**src/rtl/rd_ptr_ctrl.sv**
```systemverilog
// Read-side pointer/flag control for the asynchronous FIFO: binary/Gray read pointer, empty, level, almost-empty, underflow.
// Optional macro RD_PTR_CTRL_SYNC_EN adds an in-block SYNC_STAGES-deep write-pointer synchronizer.
module rd_ptr_ctrl #(
  parameter int unsigned ADDR_WIDTH  = 4,
  parameter int unsigned AE_THRESH   = 2,
  parameter int unsigned SYNC_STAGES = 2
) (
  input  logic                  rd_clk,
  input  logic                  rd_rst,
  input  logic                  rd_en,
  input  logic                  underflow_clr,
  input  logic [ADDR_WIDTH:0]   wptr_gray_in,
  output logic [ADDR_WIDTH-1:0] rd_addr,
  output logic [ADDR_WIDTH:0]   rd_ptr_gray,
  output logic                  rd_ack,
  output logic                  empty,
  output logic                  almost_empty,
  output logic [ADDR_WIDTH:0]   rd_level,
  output logic                  underflow
);

  localparam int unsigned PW    = ADDR_WIDTH + 1;
  localparam int unsigned DEPTH = 2 ** ADDR_WIDTH;

  // Elaboration-time parameter sanity checks
  if (AE_THRESH > DEPTH) begin : g_bad_ae_thresh
    $error("rd_ptr_ctrl: AE_THRESH (%0d) exceeds DEPTH (%0d)", AE_THRESH, DEPTH);
  end
  if (SYNC_STAGES < 2) begin : g_bad_sync_stages
    $error("rd_ptr_ctrl: SYNC_STAGES (%0d) must be at least 2", SYNC_STAGES);
  end

  logic [PW-1:0] wq;
  logic [PW-1:0] wbin;

`ifdef RD_PTR_CTRL_SYNC_EN
  logic [PW-1:0] sync_q [SYNC_STAGES];

  // Write pointer crosses into rd_clk through a plain flop chain
  always_ff @(posedge rd_clk or posedge rd_rst) begin
    if (rd_rst) begin
      for (int unsigned i = 0; i < SYNC_STAGES; i++) sync_q[i] <= '0;
    end else begin
      sync_q[0] <= wptr_gray_in;
      for (int unsigned i = 1; i < SYNC_STAGES; i++) sync_q[i] <= sync_q[i-1];
    end
  end

  assign wq = sync_q[SYNC_STAGES-1];
`else
  assign wq = wptr_gray_in;
`endif

  logic [PW-1:0] rbin_q, rbin_d;
  logic [PW-1:0] rgray_q, rgray_d;
  logic [PW-1:0] level_q, level_d;
  logic          empty_q, empty_d;
  logic          ae_q, ae_d;
  logic          uf_q, uf_d;

  // Gray-to-binary: each bit is the XOR of all Gray bits at or above it
  always_comb begin
    wbin = '0;
    for (int unsigned i = 0; i < PW; i++) wbin[i] = ^(wq >> i);
  end

  assign rd_ack = rd_en & ~empty_q;

  always_comb begin
    rbin_d  = rbin_q + PW'(rd_ack);
    rgray_d = rbin_d ^ (rbin_d >> 1);
    empty_d = (rgray_d == wq);
    level_d = wbin - rbin_d;
    ae_d    = (32'(level_d) <= AE_THRESH);
    uf_d    = uf_q;
    if (rd_en && empty_q) begin
      uf_d = 1'b1;
    end else if (underflow_clr) begin
      uf_d = 1'b0;
    end
  end

  always_ff @(posedge rd_clk or posedge rd_rst) begin
    if (rd_rst) begin
      rbin_q  <= '0;
      rgray_q <= '0;
      level_q <= '0;
      empty_q <= 1'b1;
      ae_q    <= 1'b1;
      uf_q    <= 1'b0;
    end else begin
      rbin_q  <= rbin_d;
      rgray_q <= rgray_d;
      level_q <= level_d;
      empty_q <= empty_d;
      ae_q    <= ae_d;
      uf_q    <= uf_d;
    end
  end

  assign rd_addr      = rbin_q[ADDR_WIDTH-1:0];
  assign rd_ptr_gray  = rgray_q;
  assign empty        = empty_q;
  assign almost_empty = ae_q;
  assign rd_level     = level_q;
  assign underflow    = uf_q;

endmodule

```
**config.mk**
```make
export PLATFORM = sky130hd
export DESIGN_NAME = rd_ptr_ctrl
export DESIGN_NICKNAME = d
export VERILOG_FILES = /design/src/rtl/rd_ptr_ctrl.sv
export SDC_FILE = /design/constraint.sdc
export NUM_CORES = 1
export LEC_CHECK = 0
export BUFFER_PORTS_ARGS = -buffer_cell sky130_fd_sc_hd__buf_2
export CAP_MARGIN = 20
export CORE_AREA = 2 2 48 50
export CTS_BUF_LIST = sky130_fd_sc_hd__clkbuf_8
export DETAILED_ROUTE_END_ITERATION = 10
export DIE_AREA = 0 0 50 52
export GPL_TIMING_DRIVEN = 0
export HOLD_SLACK_MARGIN = 0.1
export PLACE_DENSITY_LB_ADDON = 0.2
export REMOVE_ABC_BUFFERS = 1
export SETUP_SLACK_MARGIN = 0.02
export SYNTH_ARGS = -nofsm -noshare
export SYNTH_HDL_FRONTEND = slang
export SYNTH_SLANG_ARGS = --single-unit
```
**constraint.sdc**
```tcl
create_clock -name rd_clk -period 3.6 [get_ports rd_clk]
set_clock_uncertainty 0.1 [all_clocks]
set_input_delay 0.9 -clock rd_clk [delete_from_list [all_inputs] [get_ports rd_clk]]
set_output_delay 0.9 -clock rd_clk [all_outputs]
set_load 0.05 [all_outputs]
```
==> metrics.txt, run 1 <==
Worst Tran Pin Value 0.620 ns; vias in the first global route 611; cts bufs inserted 3; chip width 50 um; final hold viol count 0; cts hold-fix bufs 0; die area 2600 sq um; async set-or-reset flop fraction in the synthesized netlist 1.00; CTS-repair resized insts 0; count of boundary I/O pins 27; DR vias/cell 4.48; Skew-Pair Late Insertion Delay 0.25 ns; Max Cap Viol 0; Peak Freq 325 MHz; maximum root-to-sink buffer count 2; Initial Utilization 0.431; CP peak stage delay 0.39 ns; Synth Instances 83; Placer Congestion 0.776; Post-Route Utilization 0.530; Initial DRC Count 6; Clock Sinks 17; maximum fanout along the worst path 4; Post-CTS Setup Bufs 0; worst min path class reg2reg; die height 52 um; area grow syn2layout 22.9%; Buffers & Inverters on Critical Path 2; cells taking the most area after synthesis dfrtp_1 41%, xor2_1 11%, xnor2_1 8.7%, ha_1 6.9%, dfstp_2 5.8%; post-detail-place hpwl 1.19 mm; Max Slew Vio Count 0; first-pass GRT wire length 2.60 mm; unrepaired setup endpoints after global routing no; port bufs 26; # H-tree levels 1; Crit. End Element flop; prevailing post-synth register cell dfrtp_1; commonest non-fill, non-tap cells in the layout 26 x buf_2, 15 x dfrtp_1, 12 x inv_1; final worst-path cycle share 0.855; post-layout net count 127; WP data required 3.67 ns; Root Driver clkbuf_8; average wire per standard cell 10.7 um; relative max-transition margin 0.586; Seq/Total Area, Yosys 0.471; #FFs+latches synth 17; Detailed Route WL 1.50 mm; Clk pin slew, worst setup/hold paths 0.06 ns; Yosys top cell area share 0.413; Startpoint Class primary input; Final min period 3.08 ns; Worst Path Arrival 3.15 ns; initial antenna violation count 0; CP Cell Sequence buf_2 > xor2_2 > xnor2_1 > xnor2_1 > ha_1 > inv_1 > ha_1 > a21o_1 > a21bo_1 > o31ai_2 > nor3b_1; antenna viol nets, final 0; cell accounting for the most synthesized area dfrtp_1; Reg2Reg Setup Slack 0.86 ns; GRT overflow 0; CTS tree done; number of synthesized flops with an enable pin 0; status completed; first drt pass iteration count 3; Ys Warns 0; GRT Overall Usage 0.136; Mapped Area 908 sq um; Inserted Diodes 0; row count 17; delay-heaviest family, CP XOR/XNOR gates; Residual DRC 0; average size of a mapped cell 10.9 sq um; distinct cell type count of the synthesized netlist 26; Core Box Area 2110 sq um; slowest CP cell xnor2_1; setup_tns 0 ns; via count 627; CP Class in2reg; share of cells above drive strength 1 0.321; pin count of the biggest net entering global routing 18; most common cell after layout, fill and taps aside buf_2; Setup Viol. Count Final 0
[worst reg2reg max path, stage by stage (launching register included)]
cell and delay [ns]:
dfstp_2 0.54, nor2b_1 0.05, ha_1 0.20, ha_1 0.23
xor2_2 0.34, inv_1 0.09, ha_1 0.21, o21ai_0 0.15
a21bo_1 0.26, o31ai_2 0.28, nor3b_1 0.21
[worst paths after layout]
kind / start / endpoint / cells past startpoint
setup / recovery: wptr_gray_in[3] / almost_empty / 11
hold / removal: underflow / underflow / 2
setup reg to reg: empty / almost_empty / 10
hold reg to reg: underflow / underflow / 2
max in group asynchronous: rd_rst / underflow / 2
min in group asynchronous: rd_rst / rd_ptr_gray[0] / 2
[Yosys cell counts, drive strengths merged (2+ instances only)]
cell type,n
nor2,3
xnor2,9
nand2,3
dfstp,2
dfrtp,15
o21ai,2
ha,5
nand3,4
xor2,13
inv,12
[cells by family (layout without fill, tap and decap cells)]
| kind of cell | Yosys count | after routing | share of synthesized area |
|---|---|---|---|
| AO/OA/AOI/OAI | 9 | 9 | 0.0771 |
| adder cells (fa/ha/maj) | 5 | 5 | 0.0689 |
| AND/OR/NAND/NOR | 17 | 17 | 0.101 |
| buffers and inverters | 13 | 42 | 0.0537 |
| flip-flops | 17 | 17 | 0.471 |
| XOR/XNOR | 22 | 22 | 0.229 |
[flip-flops by register name, indices dropped and copies added, names as in the netlist]
signal and count:
rd_ptr_gray 4, almost_empty 1, rbin_q 5, rd_level 5
empty 1, underflow 1
[stage by stage]
step / instances / hold WS, ns / area, sq um / worst slack (ns)
floorplan: 82 / 0.532 / 905 / -0.114
global placement: 136 / 0.411 / 1070 / 0.332
detailed placement: 136 / 0.447 / 1070 / 0.285
CTS: 140 / 0.459 / 1120 / 0.534
global route: 140 / 0.478 / 1120 / 0.273
finish: 140 / 0.442 / 1120 / 0.521
[final cells by class]
cell class | count | area [sq um]
Clock buffer | 3 | 41.3
Fill cell | 189 | 990
Clock inverter | 1 | 5.00
Multi-Input combinational cell | 53 | 432
Inverter | 12 | 45.0
Tap cell | 28 | 35.0
Sequential cell | 17 | 428
Timing Repair Buffer | 26 | 130
[metal layers]
layer	wire, um	track usage	vias to the layer above
met5	0	0	-
met2	647	0.213	19
met1	747	0.174	281
met4	31	0.0972	0
met3	76	0.0172	4
li1	-	-	323
Power of run 1 is left out: the tool's default activity adds up to more than one toggle a clock period on the data nets, which glitch-free logic cannot reach.
==> run 2, diff against run 1 <==
--- a/config.mk
+++ b/config.mk
@@ -7,10 +7,10 @@
 export LEC_CHECK = 0
 export BUFFER_PORTS_ARGS = -buffer_cell sky130_fd_sc_hd__buf_2
 export CAP_MARGIN = 20
-export CORE_AREA = 2 2 48 50
-export CTS_BUF_LIST = sky130_fd_sc_hd__clkbuf_8
+export CORE_AREA = 8 8 51 53
+export CTS_BUF_LIST = sky130_fd_sc_hd__clkbuf_4 sky130_fd_sc_hd__clkbuf_8
 export DETAILED_ROUTE_END_ITERATION = 10
-export DIE_AREA = 0 0 50 52
+export DIE_AREA = 0 0 59 61
 export GPL_TIMING_DRIVEN = 0
 export HOLD_SLACK_MARGIN = 0.1
 export PLACE_DENSITY_LB_ADDON = 0.2
==> run 2 against run 1 <==
Compared with the run above: via count grew 3.0%; fmax is essentially flat; first-iteration DRC count shrank 33%; non-clock buffer count is the same; critical path depth is the same; register-to-register slack lost 0.08 ns; critical path type unchanged.
==> metrics.txt, run 2 (same netlist as run 1, synthesis figures left out) <==
status completed; Worst Tran Pin Value 0.644 ns; row count 16; first-pass GRT wire length 2.87 mm; worst r2r path cells 10; commonest non-fill, non-tap cells in the layout 26 x buf_2, 15 x dfrtp_1, 12 x inv_1; relative max-transition margin 0.570; post-layout net count 127; cts hold-fix bufs 0; Worst Path Arrival 3.19 ns; CP Cell Sequence buf_2 > nor2b_1 > ha_1 > ha_1 > xor2_2 > inv_1 > ha_1 > o21ai_0 > a21bo_1 > o31ai_2 > nor3b_1; Clk pin slew, worst setup/hold paths 0.10 ns; Max Slew Vio Count 0; Setup crit end almost_empty; pin count of the biggest net entering global routing 18; CP Depth 11; maximum root-to-sink buffer count 2; port bufs 26; delay-heaviest family, CP compound AO/OA/AOI/OAI gates; Final min period 3.08 ns; die height 61 um; Buffers & Inverters on Critical Path 2; Initial Utilization 0.493; area grow syn2layout 20.7%; Reg2Reg Setup Slack 0.78 ns; die area 3600 sq um; cts bufs inserted 3; count of boundary I/O pins 27; Root Driver clkbuf_4; antenna viol nets, final 0; most common cell after layout, fill and taps aside buf_2; initial antenna violation count 0; share of cells above drive strength 1 0.321; via count 646; Skew-Pair Late Insertion Delay 0.29 ns; FF-to-FF End almost_empty; Inserted Diodes 0; Worst setup startpoint rd_en; GRT Overall Usage 0.105; worst min path class reg2reg; Post-CTS Setup Bufs 0; final worst-path cycle share 0.856; setup_tns 0 ns; cell mode on critical path ha_1; CP Class in2reg; maximum fanout along the worst path 6; worst r2r src empty; CP peak stage delay 0.37 ns; post-detail-place hpwl 1.38 mm; Detailed Route WL 1.73 mm; vias in the first global route 660; GRT overflow 0; final hold viol count 0; Max Cap Viol 0; Clock Sinks 17; chip width 59 um; Startpoint Class primary input; Crit. End Element flop; Placer Congestion 0.791; Post-Route Utilization 0.595; average wire per standard cell 12.5 um; Residual DRC 0; CTS tree done; Core Box Area 1840 sq um; first drt pass iteration count 4; Peak Freq 325 MHz; unrepaired setup endpoints after global routing no; WP data required 3.71 ns; DR vias/cell 4.65; # H-tree levels 1; CTS-repair resized insts 0; Setup Viol. Count Final 0; Initial DRC Count 4; slowest CP cell xor2_2
[run 2: cell counts in the layout (fill, tap and decap cells not counted)]
Identical to the previous run, type by type.
[run 2: per-layer routing]
layer,GRT usage,wire (um)
met5,0,0
met4,0.0512,23
met3,0.0403,136
met2,0.184,861
met1,0.109,711
[run 2: cell type report]
type | count | area [sq um]
clock buffers | 3 | 22.5
clock inverters | 1 | 5.00
fillers | 169 | 746
inverters | 12 | 45.0
multi-input cells | 53 | 432
flip-flops and latches | 17 | 428
well taps | 27 | 33.8
repair buffers | 26 | 130
[run 2: how the worst min path moves through the flow]
stage / start / end / depth (start not counted)
2_1_floorplan: empty / underflow / 2
3_3_place_gp: underflow / underflow / 2
3_5_place_dp: underflow / underflow / 2
4_1_cts: underflow / underflow / 2
5_1_grt: empty / underflow / 2
6_report: underflow / underflow / 2
[run 2: worst register-to-register path, delay by kind of cell, from the launching register on]
kind	cells	cell delay, ns
xor+xnor	1	0.36
flops	1	0.56
simple gates	2	0.27
compound gates	3	0.71
buf+inv	1	0.09
fa+ha+maj	3	0.67
[run 2: stage by stage]
stage                     instance area, sq um  setup slack [ns]  hold WS (ns)  cells
after detailed placement                  1070             0.268         0.420    135
final                                     1100             0.519         0.435    139
after global routing                      1100             0.371         0.480    139
after CTS                                 1100             0.558         0.438    139
after floorplan                            905            -0.114         0.532     82
after global placement                    1070             0.335         0.408    135
Power of run 2 is left out for the same reason.
==> run 3, diff against run 2 <==
--- a/config.mk
+++ b/config.mk
@@ -5,7 +5,7 @@
 export SDC_FILE = /design/constraint.sdc
 export NUM_CORES = 1
 export LEC_CHECK = 0
-export BUFFER_PORTS_ARGS = -buffer_cell sky130_fd_sc_hd__buf_2
+export BUFFER_PORTS_ARGS = -buffer_cell sky130_fd_sc_hd__clkbuf_2
 export CAP_MARGIN = 20
 export CORE_AREA = 8 8 51 53
 export CTS_BUF_LIST = sky130_fd_sc_hd__clkbuf_4 sky130_fd_sc_hd__clkbuf_8
==> run 3 against run 2 <==
Compared with the run above: cell count did not move; non-clock buffer count did not move; register-to-register slack improved by 0.06 ns.
==> metrics.txt, run 3 (same netlist as run 1, synthesis figures left out) <==
status completed; Filler cells 174; GRT overflow 0; area grow syn2layout 20.9%; # H-tree levels 1; row count 16; commonest non-fill, non-tap cells in the layout 26 x clkbuf_2, 15 x dfrtp_1, 12 x inv_1; FF-to-FF End almost_empty; most common cell after layout, fill and taps aside clkbuf_2; post-detail-place hpwl 1.40 mm; Startpoint Class primary input; Core Box Area 1840 sq um; maximum fanout along the worst path 6; share of cells above drive strength 1 0.321; Setup crit end almost_empty; average wire per standard cell 12.1 um; Worst Path Arrival 3.15 ns; Clk pin slew, worst setup/hold paths 0.09 ns; die area 3600 sq um; vias in the first global route 644; Post-CTS Setup Bufs 0; Max Cap Viol 0; global route hottest layer met2; pin count of the biggest net entering global routing 18; Peak Freq 329 MHz; CP Class in2reg; port bufs 26; worst setup margin 0.557 ns; relative max-transition margin 0.583; Setup WS pre-CTS 0.268 ns; cts hold-fix bufs 0; Initial DRC Count 6; GRT Overall Usage 0.107; Inserted Diodes 0; first drt pass iteration count 4; Root Driver clkbuf_4; Setup Viol. Count Final 0; Clock Sinks 17; CTS-repair resized insts 0; Post-Route Utilization 0.596; Residual DRC 0; initial antenna violation count 0; unrepaired setup endpoints after global routing no; Crit. End Element flop; Reg2Reg Setup Slack 0.84 ns; count of boundary I/O pins 27; die height 61 um; register area 428 sq um; maximum root-to-sink buffer count 2; Final min period 3.04 ns; Skew-Pair Late Insertion Delay 0.28 ns; Initial Utilization 0.493; worst r2r path cells 10; setup_tns 0 ns; met3 Track Usage GR 0.0360; worst min path class reg2reg; first-pass GRT wire length 2.89 mm; via count 633; worst r2r src empty; Placer Congestion 0.791; antenna viol nets, final 0; WP data required 3.71 ns; final worst-path cycle share 0.845; post-layout net count 127; Worst Tran Pin Value 0.624 ns; DR vias/cell 4.55; GR Layer Usage met1 0.120; met2 Use GR 0.178; final hold viol count 0; CTS tree done; Detailed Route WL 1.68 mm; multi-input logic area 432 sq um; cts bufs inserted 3; Max Slew Vio Count 0; chip width 59 um; Worst setup startpoint rd_en
-- run 3: cell types whose count changed in the layout (fill, tap and decap cells not counted), sizes merged --
cell / before / now
buf: 26 / 0
clkbuf: 3 / 30
clkinv: 1 / 0
-- run 3: area by class of cell --
| class | instances | area share |
|---|---|---|
| multi-input combinational | 53 | 0.393 |
| sequential | 17 | 0.390 |
| timing repair buffer | 26 | 0.118 |
| tap | 27 | 0.0308 |
| inverter | 12 | 0.0410 |
| clock buffer | 4 | 0.0273 |
-- run 3: worst min path at each step --
stage,end,slack [ns],startpoint,depth (start not counted)
global route,underflow,0.51,empty,2
CTS,underflow,0.47,empty,2
floorplan,underflow,0.53,empty,2
global placement,underflow,0.41,underflow,2
finish,underflow,0.46,underflow,2
detailed placement,underflow,0.46,empty,2
-- run 3: routing by layer --
layer	up-vias	routed length [um]
met3	4	111
met4	0	29
met1	285	727
met5	-	0
li1	326	-
met2	18	806
-- run 3: per-stage QoR --
stage | hold slack [ns] | cells | area, sq um
2_1_floorplan | 0.532 | 82 | 905
3_3_place_gp | 0.410 | 135 | 1070
3_5_place_dp | 0.460 | 135 | 1070
4_1_cts | 0.466 | 139 | 1100
5_1_grt | 0.509 | 139 | 1100
6_report | 0.460 | 139 | 1100
-- run 3: worst max-delay path, cell delays in order --
cell and delay, ns:
clkbuf_2 0.09, nor2b_1 0.18, ha_1 0.21, ha_1 0.23, xor2_2 0.34, inv_1 0.09, ha_1 0.21, o21ai_0 0.16
a21bo_1 0.26, o31ai_2 0.28, nor3b_1 0.21
Power of run 3 is left out for the same reason.
